===== src/rtl/lc3_pkg.sv =====
// lc3_pkg: shared LC-3 opcode constants and word type.
package lc3_pkg;
  typedef logic [15:0] word_t;
  localparam logic [3:0] OP_BR   = 4'b0000;
  localparam logic [3:0] OP_JSR  = 4'b0100;
  localparam logic [3:0] OP_JMP  = 4'b1100;
  localparam logic [3:0] OP_TRAP = 4'b1111;
endpackage


===== src/rtl/lc3_next_pc.sv =====
// lc3_next_pc: combinational next-PC select (sequential, BR, JMP/JSRR, TRAP).
// TRAP vectoring is enabled by defining FETCH_TRAP_EN; otherwise TRAP is sequential.
module lc3_next_pc
  import lc3_pkg::*;
(
  input  logic [3:0] opcode,
  input  logic [8:0] offset,
  input  word_t      base,
  input  logic [2:0] br_nzp,
  input  logic [2:0] result_nzp,
  input  word_t      pc,
  output word_t      next_pc
);
  word_t seq, br_target, trap_pc;
  logic  taken;
  assign seq       = pc + 16'd1;
  assign br_target = seq + {{7{offset[8]}}, offset};
  assign taken     = |(br_nzp & result_nzp);
`ifdef FETCH_TRAP_EN
  assign trap_pc = {8'h00, offset[7:0]};
`else
  assign trap_pc = seq;
`endif
  always_comb begin
    next_pc = (opcode == OP_BR)                        ? (taken ? br_target : seq) :
              (opcode == OP_JMP || opcode == OP_JSR)   ? base :
              (opcode == OP_TRAP)                      ? trap_pc : seq;
  end
endmodule


===== src/rtl/lc3_fetch.sv =====
// lc3_fetch: LC-3 program counter, advanced on fetch_start (FETCH_TRAP_EN enables TRAP vectoring).
module lc3_fetch
  import lc3_pkg::*;
#(
  parameter word_t RESET_PC = 16'h0000
) (
  input  logic        clk,
  input  logic        rst,
  input  logic        fetch_start,
  input  logic [3:0]  opCode_in,
  input  logic [8:0]  offset_in,
  input  logic [15:0] reg_in,
  input  logic [2:0]  br_nzp,
  input  logic [2:0]  result_nzp,
  output logic [15:0] addr_out,
  output logic        wea_out,
  output logic [15:0] pc
);
  word_t next_pc;
  lc3_next_pc u_next_pc (
    .opcode    (opCode_in),
    .offset    (offset_in),
    .base      (reg_in),
    .br_nzp    (br_nzp),
    .result_nzp(result_nzp),
    .pc        (pc),
    .next_pc   (next_pc)
  );
  always_ff @(posedge clk or posedge rst) begin
    if (rst) pc <= RESET_PC;
    else if (fetch_start) pc <= next_pc;
  end
  assign addr_out = pc;
  assign wea_out  = 1'b0;
endmodule


===== config.mk =====
export PLATFORM = sky130hd
export DESIGN_NAME = lc3_fetch
export DESIGN_NICKNAME = d
export VERILOG_FILES = /design/src/rtl/lc3_pkg.sv /design/src/rtl/lc3_next_pc.sv /design/src/rtl/lc3_fetch.sv
export SDC_FILE = /design/constraint.sdc
export NUM_CORES = 1
export LEC_CHECK = 0
export CORE_MARGIN = 1
export CORE_UTILIZATION = 65
export CTS_BUF_LIST = sky130_fd_sc_hd__clkbuf_16
export CTS_CLUSTER_DIAMETER = 30
export DETAILED_ROUTE_END_ITERATION = 7
export DONT_BUFFER_PORTS = 1
export HOLD_SLACK_MARGIN = 0.03
export PLACE_DENSITY = 0.81
export SKIP_CTS_REPAIR_TIMING = 1
export SYNTH_ARGS = -nofsm -noshare
export SYNTH_HDL_FRONTEND = slang
export SYNTH_SLANG_ARGS = --single-unit

===== constraint.sdc =====
create_clock -name clk -period 3.25 [get_ports clk]
set_clock_uncertainty 0.05 [all_clocks]
set_input_delay 0.325 -clock clk [delete_from_list [all_inputs] [get_ports clk]]
set_output_delay 0.325 -clock clk [all_outputs]
set_load 0.02 [all_outputs]

==> results by group <==
CTS
  • CTS tree: built
  • H-Tree Depth: 1
  • CTS Buf Count: 3
  • Clk sinks: 16
  • Worst-path clk slew: 50 ps
  • Clk Latency, worst-skew pair: 250 ps
  • Clock root cell: clkbuf_16
  • CTS max path bufs: 2

Cells and area
  • Final nets: 337
  • Commonest non-fill, non-tap cell in the layout: nand2_1
  • Fillers: 255
  • Share of layout cells above drive strength 1: 12.0%
  • # diodes: 0
  • Layout area overhead: 2.75%
  • Max reg flops: 16
  • Commonest non-fill, non-tap cells in the layout: nand2_1, a21oi_1, nor2_1

Timing
  • Slew @ Worst Pin: 786 ps
  • Setup TNS: 0 ps
  • Max frequency: 334 MHz
  • Hold Vio Cnt, Final: 0
  • Slew margin rel.: 47.5%
  • # setup viols final: 0
  • Slew Viols, Final: 0
  • Crit path time final: 2990 ps
  • Worst setup margin: 257 ps
  • RSZ-0062 raised after global routing: no
  • Fin crit share: 92.1%

Run
  • Max Cap Violations: 0

Placed design
  • Post-DP HPWL: 4560 um
  • # port buffers: 0
  • Pre-CTS setup slack: ~340 ps
  • Placer Congestion: 0.908

Route
  • Avg Vias per Cell: roughly 7
  • Vias: 2189
  • Residual DRC: 0
  • TritonRoute pass-1 iters: 5
  • Final WL: 5870 um
  • Detail Route Antenna Nets: 0
  • DR iter-0 viols: ~220
  • WL/cell: 18.4 um

Floorplanning
  • Rows: 20
  • Die Wd: 60.5 um
  • Die Y: 60.5 um
  • Initial Utilization: 70.6%
  • Io pins: 71
  • Core Area: 3150 um^2
  • Die Area: 3660 um^2

Power
  • Clock power frac: a little over an eighth
  • Combinational share of power: 67.3%
  • Power per Cell Area: approximately 770 nW/um^2
  • Sequential power share: a little under a fifth
  • Switch Pwr: 0.000893 W
  • Peak supply drop: 0.000491 V
  • Sw Share: about half
  • Static leakage: about 0.94 nW
  • Internal power: approximately 0.00087 W

Min path
  • Hold WC Path Type: in2async

Critical path
  • CP endpoint kind: register
  • Crit path DAT: about 3100 ps
  • Largest fanout on the critical path: 5
  • Startpoint types: register
  • Critical path class: reg2reg
  • Worst Path Required: 3360 ps

Yosys
  • Dominant cell type by area after synthesis: dfrtp_1
  • Synth top area share: roughly 18%
  • Register bit total from synthesis: 16
  • Post-synth EDFFs: 0
  • Syn Area/Cell: 7.84 um^2
  • Mapped Nets: 343
  • Yosys warning count: 0
  • Mapped Cells: 284
  • Seq/Total Area, Yosys: between 15 and 20%
  • Cell Area, Synth: between 2000 and 2500 um^2
  • Largest cells by area after synthesis: dfrtp_1, ha_1, xnor2_1
  • Ys flop type: dfrtp_1
  • Synth async-reset ratio: 100%
  • Post-synthesis cell type count: 61

Global routing
  • Antenna violations before repair: 0
  • Vias in the first global route: 1885
  • Total gr overflow: 0
  • Pin count of the biggest net entering global routing: 31
  • Global-route wire length before repair: 8850 um
  • GRT Total Usage: 33.0%

Outcome
  • Status: completed
-- synthesized netlist by cell type, drive strengths merged (2+ instances only) --
library cell,n
a22oi,6
buf,23
nand2b,2
nand3b,2
nor2,26
ha,20
nand4,2
nor2b,2
o31ai,8
o22ai,7
inv,9
o221ai,3
a31oi,4
and3,4
a21o,2
xnor2,18
nor3,2
o211ai,5
a21oi,26
nand2,32
xor2,6
clkbuf,3
nand3,11
and4,4
dfrtp,16
a222oi,2
a32oi,2
o21ai,13
a211oi,3
-- path summary, 6_finish.rpt --
| path | startpoint | endpoint | slack [ps] | cells past startpoint |
|---|---|---|---|---|
| worst max-delay path | addr_out[1] | addr_out[15] | 260 | 12 |
| worst min register to register | addr_out[1] | addr_out[1] | 530 | 2 |
| min in group clk | fetch_start | addr_out[2] | 110 | 1 |
| worst max register to register | addr_out[1] | addr_out[15] | 260 | 12 |
| worst min-delay path | rst | addr_out[2] | 10 | 1 |
| max in group asynchronous | rst | addr_out[11] | 2710 | 1 |
-- worst max-delay path, stage by stage, from the launching register on --
cell,delay [ps]
dfrtp_1,400
ha_1,210
nand3_1,160
nor2_1,260
nand2_1,110
xnor2_1,290
ha_1,360
a21oi_1,190
o21ai_0,160
a21oi_1,230
nand3b_1,120
and4_1,220
o31ai_2,160
-- logic make-up after synthesis --
family / count (synthesis) / synth area share (%)
buf+inv: 35 / 9.66
fa+ha+maj: 21 / 12.1
flops: 16 / 18.0
simple gates: 94 / 21.3
other cells: 1 / 0.168
xor+xnor: 24 / 9.44
compound gates: 91 / 28.4
mux: 2 / 0.955
-- cell type report --
class,instances,area [um^2],share of cell area (%)
repair buffers,15,113,4.92
flip-flops and latches,16,400,17.5
well taps,44,55.1,2.41
multi-input cells,233,1610,70.4
clock buffers,3,75.1,3.28
inverters,9,33.8,1.48
-- stage by stage --
step           hold slack [ps]  instance area [um^2]  total power, W  util [%]  cells
2_1_floorplan              189                  2230         0.00133         -    284
3_3_place_gp               290                  2210         0.00148      70.2    317
5_1_grt                   63.3                  2290         0.00190      72.6    320
4_1_cts                   34.9                  2290         0.00175      72.6    320
3_5_place_dp               292                  2210         0.00151      70.2    317
6_report                  11.8                  2290         0.00177      72.6    320
-- power by group through the flow --
| stage | Combinational (W) | Clock (W) | Sequential [W] |
|---|---|---|---|
| 5_1_grt | 0.00130 | 0.000248 | 0.000346 |
| 6_report | 0.00119 | 0.000240 | 0.000338 |
| 3_3_place_gp | 0.00115 | 0 | 0.000337 |
| 2_1_floorplan | 0.000919 | 0 | 0.000408 |
| 3_5_place_dp | 0.00117 | 0 | 0.000338 |
| 4_1_cts | 0.00118 | 0.000241 | 0.000336 |
-- metal layers --
layer	GRT usage (%)	routed length (um)
met1	48.2	2580
met2	46.5	2420
met3	9.59	749
met4	11.0	128
met5	0	0
Power figures use the tool's default switching activity.
